<file path="src/rtl/register_dump_tx_if.sv">
// Byte-level handshake between the register dump streamer and the UART transmitter.
// The master launches bytes; the slave (UART) reports busy/done.
interface register_dump_tx_if;
  logic [7:0] tx_data;
  logic       tx_start;
  logic       tx_busy;
  logic       tx_done;

  modport master (output tx_data, output tx_start, input tx_busy, input tx_done);
  modport slave  (input tx_data, input tx_start, output tx_busy, output tx_done);
endinterface

</file>
<file path="src/rtl/register_dump_tx.sv">
// Snapshots the register-file debug bus on start and streams a header byte followed by
// every register (MSB first, ascending index) over the UART byte interface.
module register_dump_tx #(
  parameter int         NUM_REGS    = 32,
  parameter logic [7:0] HEADER_BYTE = 8'hA5
) (
  input  logic                      clock,
  input  logic                      reset_n,
  input  logic                      start,
  input  logic [32*NUM_REGS-1:0]    registers_flat,
  register_dump_tx_if.master        uart,
  output logic                      dump_busy,
  output logic                      dump_done,
  output logic [7:0]                byte_count
);

  localparam int LAST_IDX = 4 * NUM_REGS;
  localparam int IDX_W    = $clog2(LAST_IDX + 1);
  localparam int REG_W    = $clog2(NUM_REGS);
  localparam int OFF_W    = $clog2(32 * NUM_REGS);

  localparam logic [1:0] ST_IDLE = 2'd0;
  localparam logic [1:0] ST_SEND = 2'd1;
  localparam logic [1:0] ST_WAIT = 2'd2;
  localparam logic [1:0] ST_DONE = 2'd3;

  logic [1:0]            state_r;
  logic [32*NUM_REGS-1:0] snap_r;
  logic [IDX_W-1:0]      idx_r;
  logic [7:0]            tx_data_r;
  logic                  tx_start_r;
  logic                  dump_busy_r;
  logic                  dump_done_r;
  logic [7:0]            byte_count_r;

  logic [OFF_W-1:0]      bit_off_s;
  logic [7:0]            cur_byte_s;
  logic                  last_s;

  // Frame index 1+4k+j maps to register k, byte j counted from the MSB; the
  // low two index bits are inverted so j=0 lands on bits [31:24].
  function automatic logic [OFF_W-1:0] byte_offset(input logic [IDX_W-1:0] idx);
    logic [REG_W+1:0] m;
    m = idx[REG_W+1:0] - {{(REG_W+1){1'b0}}, 1'b1};
    return {m[REG_W+1:2], ~m[1:0], 3'b000};
  endfunction

  assign last_s = (idx_r == LAST_IDX[IDX_W-1:0]);

  // Byte mux: header at index 0, otherwise one byte of the captured snapshot.
  always_comb begin
    bit_off_s  = {OFF_W{1'b0}};
    cur_byte_s = HEADER_BYTE;
    if (idx_r == {IDX_W{1'b0}}) begin
      cur_byte_s = HEADER_BYTE;
    end else begin
      bit_off_s  = byte_offset(idx_r);
      cur_byte_s = snap_r[bit_off_s +: 8];
    end
  end

  // Frame sequencer: snapshot, launch each byte, wait for UART completion.
  always_ff @(posedge clock or negedge reset_n) begin
    if (!reset_n) begin
      state_r      <= ST_IDLE;
      snap_r       <= {(32*NUM_REGS){1'b0}};
      idx_r        <= {IDX_W{1'b0}};
      tx_data_r    <= 8'h00;
      tx_start_r   <= 1'b0;
      dump_busy_r  <= 1'b0;
      dump_done_r  <= 1'b0;
      byte_count_r <= 8'h00;
    end else begin
      tx_start_r  <= 1'b0;
      dump_done_r <= 1'b0;
      case (state_r)
        ST_IDLE: begin
          if (start) begin
            snap_r       <= registers_flat;
            idx_r        <= {IDX_W{1'b0}};
            byte_count_r <= 8'h00;
            dump_busy_r  <= 1'b1;
            state_r      <= ST_SEND;
          end
        end
        ST_SEND: begin
          if (!uart.tx_busy) begin
            tx_start_r <= 1'b1;
            tx_data_r  <= cur_byte_s;
            if (byte_count_r != 8'hFF) begin
              byte_count_r <= byte_count_r + 8'd1;
            end
            state_r <= ST_WAIT;
          end
        end
        ST_WAIT: begin
          if (uart.tx_done) begin
            if (last_s) begin
              dump_done_r <= 1'b1;
              state_r     <= ST_DONE;
            end else begin
              idx_r   <= idx_r + {{(IDX_W-1){1'b0}}, 1'b1};
              state_r <= ST_SEND;
            end
          end
        end
        ST_DONE: begin
          dump_busy_r <= 1'b0;
          state_r     <= ST_IDLE;
        end
        default: begin
          state_r <= ST_IDLE;
        end
      endcase
    end
  end

  assign uart.tx_data  = tx_data_r;
  assign uart.tx_start = tx_start_r;
  assign dump_busy     = dump_busy_r;
  assign dump_done     = dump_done_r;
  assign byte_count    = byte_count_r;

endmodule

</file>
<file path="src/flat_wrapper.sv">
// flat-port wrapper written by rule: the top's interface ports become plain ports
module register_dump_tx_flat 
#(
  parameter int         NUM_REGS    = 32,
  parameter logic [7:0] HEADER_BYTE = 8'hA5
)
  (clock, reset_n, start, registers_flat, dump_busy, dump_done, byte_count, uart_tx_data, uart_tx_start, uart_tx_busy, uart_tx_done);
  register_dump_tx_if uart_i ();
  input  logic clock;
  input  logic reset_n;
  input  logic start;
  input  logic [32*NUM_REGS-1:0] registers_flat;
  output logic dump_busy;
  output logic dump_done;
  output logic [7:0] byte_count;
  output wire logic [$bits(uart_i.tx_data)-1:0] uart_tx_data;
  output wire logic [$bits(uart_i.tx_start)-1:0] uart_tx_start;
  input wire logic [$bits(uart_i.tx_busy)-1:0] uart_tx_busy;
  input wire logic [$bits(uart_i.tx_done)-1:0] uart_tx_done;
  assign uart_tx_data = uart_i.tx_data;
  assign uart_tx_start = uart_i.tx_start;
  assign uart_i.tx_busy = uart_tx_busy;
  assign uart_i.tx_done = uart_tx_done;
  register_dump_tx #(.NUM_REGS(NUM_REGS), .HEADER_BYTE(HEADER_BYTE)) u_core (.clock(clock), .reset_n(reset_n), .start(start), .registers_flat(registers_flat), .uart(uart_i), .dump_busy(dump_busy), .dump_done(dump_done), .byte_count(byte_count));
endmodule
</file>
<file path="config.mk">
export PLATFORM = sky130hd
export DESIGN_NAME = register_dump_tx_flat
export DESIGN_NICKNAME = d
export VERILOG_FILES = /design/src/rtl/register_dump_tx_if.sv /design/src/rtl/register_dump_tx.sv /design/src/flat_wrapper.sv
export SDC_FILE = /design/constraint.sdc
export NUM_CORES = 2
export LEC_CHECK = 0
export CAP_MARGIN = 15
export CORE_AREA = 2 2 414 416
export DETAILED_ROUTE_END_ITERATION = 8
export DIE_AREA = 0 0 416 418
export GPL_TIMING_DRIVEN = 0
export HOLD_SLACK_MARGIN = 0.06
export REMOVE_ABC_BUFFERS = 1
export SYNTH_ARGS = -nofsm -noshare
export SYNTH_HDL_FRONTEND = slang
export SYNTH_SLANG_ARGS = --single-unit
</file>
<file path="constraint.sdc">
create_clock -name clock -period 3.85 [get_ports clock]
set_clock_uncertainty 0.2 [all_clocks]
set_input_delay 0.5775 -clock clock [delete_from_list [all_inputs] [get_ports clock]]
set_output_delay 0.5775 -clock clock [all_outputs]
set_load 0.005 [all_outputs]
</file>
---- After elaboration in Yosys (flattened, before gate mapping) ----
Index checks and enable logic that the tools add are counted.
storage, ports and cells
  register bits after elaboration ......... 1053
  bits in latches ......................... 0
  bits in writable memories ............... 0
  bits in read-only memories .............. 0
  input bits .............................. 1029
  output and inout bits ................... 19
  logic and storage cells ................. 55
  memories kept ........................... 0
cells by class
  $add $sub $neg .......................... 3
  multipliers ............................. 0
  div/mod/pow operators ................... 0
  $lt $le $gt $ge ......................... 0
  equal/unequal tests ..................... 10
  shift operators ......................... 1
  muxes and demuxes ....................... 20
  bitwise operators ....................... 2
  reductions and logical operators ........ 11
operator list
  kind                                                                      count
  1024-bit by 11-bit indexed part select with 8-bit output                  1
  8-bit 2-to-1 mux                                                          6
  8-bit one-hot mux with 2 select lines                                     2
  8-bit by 1-bit adder with 8-bit output (second input constant)            2
  8-bit == test (second input constant)                                     1
  8-bit zero test                                                           1
  2-bit 2-to-1 mux                                                          4
  2-bit inequality test (second input constant)                             4
  8-bit inequality test (second input constant)                             1
  2-bit one-hot mux with 4 select lines                                     1
  4-bit AND reduction                                                       2
  7-bit by 1-bit subtractor with 7-bit output (second input constant)       1
  1-bit 2-to-1 mux                                                          6
  2-bit AND reduction                                                       3
  2-bit nonzero test                                                        3
  2-bit == test (second input constant)                                     2
  3-bit AND reduction                                                       1
  2-bit by 1-bit == test with 1-bit output (second input constant)          1
  2-bit zero test                                                           1
  2-bit by 1-bit inequality test with 1-bit output (second input constant)  1
  2-bit NOT                                                                 1
  1-bit one-hot mux with 2 select lines                                     1
  1-bit NOT                                                                 1

---- Logic depth before layout (Yosys ltp) ----
  depth after elaboration ................. 4
  depth in mapped cells ................... 16
  gate-level depth less buffers ........... 8

---- Worst setup path after synthesis ----
No wires, ideal clock.
  path type ............................... register to register
  start ................................... register u_core.idx_r[0]
  end ..................................... register u_core.tx_data_r[2] (netlist: u_core.uart.tx_data[2])
  library setup time ...................... 0.123 ns
  arrival time ............................ 3.229 ns
  required time ........................... 3.527 ns
  setup slack ............................. 0.298 ns
  stages on the path, launching flop included .. 15
  buffers on the path ..................... 7
  clock period less this slack ............ 3.552 ns
  cells stage by stage .................... dfrtp_1 -> buf_4 -> buf_6 -> buf_4 -> buf_4 -> inv_1 -> ha_1 -> clkbuf_1 -> clkbuf_1 -> clkbuf_1 -> mux4_2 -> mux2_2 -> a21oi_1 -> o2111ai_1 -> o221a_2
between the ends
  cells in the longest elaborated chain, start to end .. 4
  elaborated cells between the ends (all ways) .. 5
  classes of those cells .................. 1 x add/sub; 1 x shift; 1 x mux; 1 x bitwise; 1 x reduce/logical
RTL lines
  element                                                   line                     source
  start: declaration                                        register_dump_tx.sv:29   logic [IDX_W-1:0] idx_r;
  start signal: assignment                                  register_dump_tx.sv:67   idx_r <= {IDX_W{1'b0}};
  start signal: assignment                                  register_dump_tx.sv:80   idx_r <= {IDX_W{1'b0}};
  start signal: assignment                                  register_dump_tx.sv:102  idx_r <= idx_r + {{(IDX_W-1){1'b0}}, 1'b1};
  7-bit by 1-bit subtractor with 7-bit output               register_dump_tx.sv:44   m = idx[REG_W+1:0] - {{(REG_W+1){1'b0}}, 1'b1};
  2-bit NOT                                                 register_dump_tx.sv:45   return {m[REG_W+1:2], ~m[1:0], 3'b000};
  1024-bit by 11-bit indexed part select with 8-bit output  register_dump_tx.sv:58   cur_byte_s = snap_r[bit_off_s +: 8];
  8-bit 2-to-1 mux *                                        register_dump_tx.sv:54   if (idx_r == {IDX_W{1'b0}}) begin
  end signal: assignment                                    register_dump_tx.sv:89   tx_data_r <= cur_byte_s;
  end: declaration                                          register_dump_tx.sv:30   logic [7:0] tx_data_r;
Every way passes the cells marked *; elsewhere a longest branch is shown, timed or not.
A chain may end at the register's enable or synchronous reset.

---- Worst setup path in the final report ----
  start ................................... register u_core.idx_r[1]
  end ..................................... register u_core.tx_data_r[1] (netlist: u_core.uart.tx_data[1])
Same word-level chain as after synthesis.

==> impl_metrics.tcl <==
set metrics [dict create \
    ys_seq_area_share_pct 55.3 \
    first_pass_iters 4 \
    worst-path-max-fanout 49 \
    drtIter0Drc 1811 \
    p_leak_nw 26.3 \
    slew_violations 0 \
    io_pins 1048 \
    synth_edf_count 0 \
    htree_levels 3 \
    crit_arrival_ns 4.16 \
    final_antenna_net_count 0 \
    slew_headroom_pct 30.3 \
    cp.required_ns 4.30 \
    final_nets 5240 \
    seqPwrFrac_pct 36.5 \
    core_sq_um 169000 \
    final-hold-violation-count 0 \
    setup_viol 0 \
    slowest_stage "dfrtp_2" \
    postLayoutSetupSlackWorst_ns 0.145 \
    worstSetupPathType "reg2reg" \
    die-height_um 418 \
    post-synth-top-area-cell "dfrtp_1" \
    clkPwrFrac_pct 21.8 \
    fin_util_pct 39.5 \
    drc 0 \
    port_buffers 1047 \
    grt_pass1_wl_um 245000 \
    worstMarginPinSlew_ns 1.04 \
    path_clk_slew_ns 0.06 \
    start_util_pct 28.2 \
    hold_ws_ns 0.182 \
    root_buffer "clkbuf_16" \
    hp-class "in2async" \
    cts_made_buffers 121 \
    async_reset_ff_share_pct 100 \
    die_area_sq_um 174000 \
    switching_share_pct 32.8 \
    synth_top_area_share_pct 55.3 \
    grt_pass1_vias 33600 \
    fmax_mhz 270 \
    row_count 151 \
    grt_setup_unrepaired "no" \
    die_x_um 416 \
    ys_warn_count 0 \
    finalCriticalPeriod_ns 3.70 \
    power.switching_mw 17.9 \
    drive_gt1_share_pct 39.6 \
    synth-seq-cells 1053 \
    overflow 0 \
    syn_to_final_growth_pct 40.2 \
    synth_area_sq_um 47700 \
    synth_area_per_cell_sq_um 15.4 \
    startpoint_type "flop" \
    power_density_nw_per_um2 817 \
    p_int_mw 36.7 \
    clock_path_buffers 3 \
    cp_cell_sequence "inv_1 > ha_4 > buf_16 > buf_16 > buf_16 > mux4_2 > nand2_1 > nand3_1 > nand3_1 > a41oi_4 > a2111o_1" \
    synth_ff_type "dfrtp_1" \
    slowest_delay_ns 0.50 \
    worstSetupEndpointType "flop" \
    ys_top_cells_by_area "dfrtp_1 (55%), mux2_2 (25%), mux4_2 (12%), nand2_1 (1.5%), nand3_1 (1.3%)" \
    pre_cts_ws_ns -1.44 \
    cap_violations 0 \
    grtUsageTotal_pct 19.4 \
    period_share_pct 96.2 \
    clk_latency_ns 0.77 \
    post-dp-hpwl_um 131000 \
    grt_max_degree 165 \
    antenna_found_initial 72 \
    syn_inst 3087 \
    place_congestion 0.814 \
    comb_power_share_pct 41.7 \
    synth.distinct_cells 69 \
    wl_um 172000 \
    via_count 31800 \
    cts_tree "done" \
    ir_worst_vdd_uv 437 \
    avgRoutedWirePerCell_um 26.2 \
    fin_tns_setup_ns 0 \
    cp_common_cell "buf_16" \
    vias_per_cell 4.84 \
    status "finished, final reports clean" \
    numClockSinks 1053 \
]
[synth_stat cells (4+ instances only)]
library cell  number
dfrtp_1         1053
mux2_2          1043
mux4_2           256
nand2_1          192
nand3_1          125
clkbuf_1         107
buf_2             91
nor2_1            26
mux2i_1           25
a21oi_1           13
and3_1             9
buf_4              8
inv_1              8
xnor2_1            8
buf_1              7
nand4_1            7
nor2b_1            7
xor2_1             7
a32oi_1            6
nor3_1             5
a21boi_0           4
a22oi_1            4
o21ai_0            4
[state kept, by name (all words and copies together), names as in the netlist]
register	cells
u_core.idx_r	8
u_core.uart.tx_start	1
u_core.dump_done	1
u_core.byte_count	8
u_core.uart.tx_data	8
u_core.dump_busy	1
u_core.state_r	2
u_core.snap_r	1024
[cells in the final DEF, fill, tap and decap left out, types with 8 or more instances in the layout]
| master | n |
|---|---|
| clkdlybuf4s50_1 | 1046 |
| buf_6 | 91 |
| clkinv_2 | 19 |
| buf_8 | 25 |
| clkbuf_1 | 23 |
| and3_1 | 9 |
| diode_2 | 40 |
| mux2_2 | 1043 |
| clkbuf_16 | 122 |
| mux2i_1 | 25 |
| buf_16 | 25 |
| mux4_2 | 256 |
| nand2_1 | 192 |
| clkbuf_8 | 34 |
| nand3_1 | 124 |
| nor2_1 | 24 |
| a21oi_1 | 13 |
| dfrtp_1 | 1048 |
| buf_4 | 12 |
| inv_1 | 8 |
| buf_12 | 12 |
[worst max-delay path, delay by kind of cell, from the launching register on]
kind / cells / cell delay, ns
AOI/OAI and AO/OA: 2 / 0.68
adders and majority gates: 1 / 0.31
buffers and inverters: 4 / 0.95
DFF: 1 / 0.50
muxes: 1 / 0.40
and+or+nand+nor: 3 / 0.38
[metal layers]
layer	share of wire [%]	vias to the layer above	GRT usage, %	wire length (um)
li1	-	13800	-	-
met3	6.0	236	5.10	10300
met4	2.5	38	6.02	4340
met5	0.14	-	0	245
met2	51	863	32.9	86900
met1	41	16800	24.2	70200
[logic make-up after synthesis]
group	Yosys count	share of synthesized area [%]
multiplexers	1324	37.3
flip-flops	1053	55.3
AND/OR/NAND/NOR	393	3.75
buffers and inverters	224	2.11
AO/OA/AOI/OAI	75	1.21
XOR/XNOR	15	0.276
adder cells (fa/ha/maj)	3	0.0788
[layout make-up]
class	count	area, sq um
antenna	40	100
clock buffer	178	3580
clock inverter	45	536
fill	15800	102000
inverter	8	30.0
multi-input combinational	1811	20500
sequential	1053	26400
tap	2218	2780
timing repair buffer	1213	12900
[what timing repair did]
item | in CTS | in global routing
hold buffers | 1 | 0
endpoints found under the hold margin | 305 | 0
setup endpoints to repair | 185 | 13
cloned | 1 | 1
pin swaps | 4 | 0
resized for setup | 13 | 2
setup buffers | 11 | 0
[path summary, 6_finish.rpt]
kind	slack [ns]	startpoint	to	cells past startpoint
max	0.15	u_core.idx_r[1]	u_core.uart.tx_data[1]	11
min	0.18	reset_n	u_core.snap_r[226]	2
max reg2reg	0.15	u_core.idx_r[1]	u_core.uart.tx_data[1]	11
min reg2reg	0.30	u_core.snap_r[625]	u_core.snap_r[625]	1
max in group asynchronous	0.61	reset_n	u_core.snap_r[245]	5
min in group clock	0.21	registers_flat[691]	u_core.snap_r[691]	2
[stage by stage]
stage,power (mW),cell area (sq um),cells
after global routing,57.8,66800,6562
after floorplan,21.5,46700,2871
after detailed placement,42.9,62300,6289
final,54.6,66800,6566
after CTS,55.3,66700,6525
after global placement,22.9,59900,6136
[power groups by stage]
stage,Clock (mW),Combinational [mW],Sequential [mW]
floorplan,0,8.06,13.4
global placement,0,9.54,13.4
detailed placement,0,22.8,20.1
CTS,12.2,23.2,19.9
global route,12.7,24.5,20.6
finish,11.9,22.8,19.9
(Power assumes the default switching activity.)
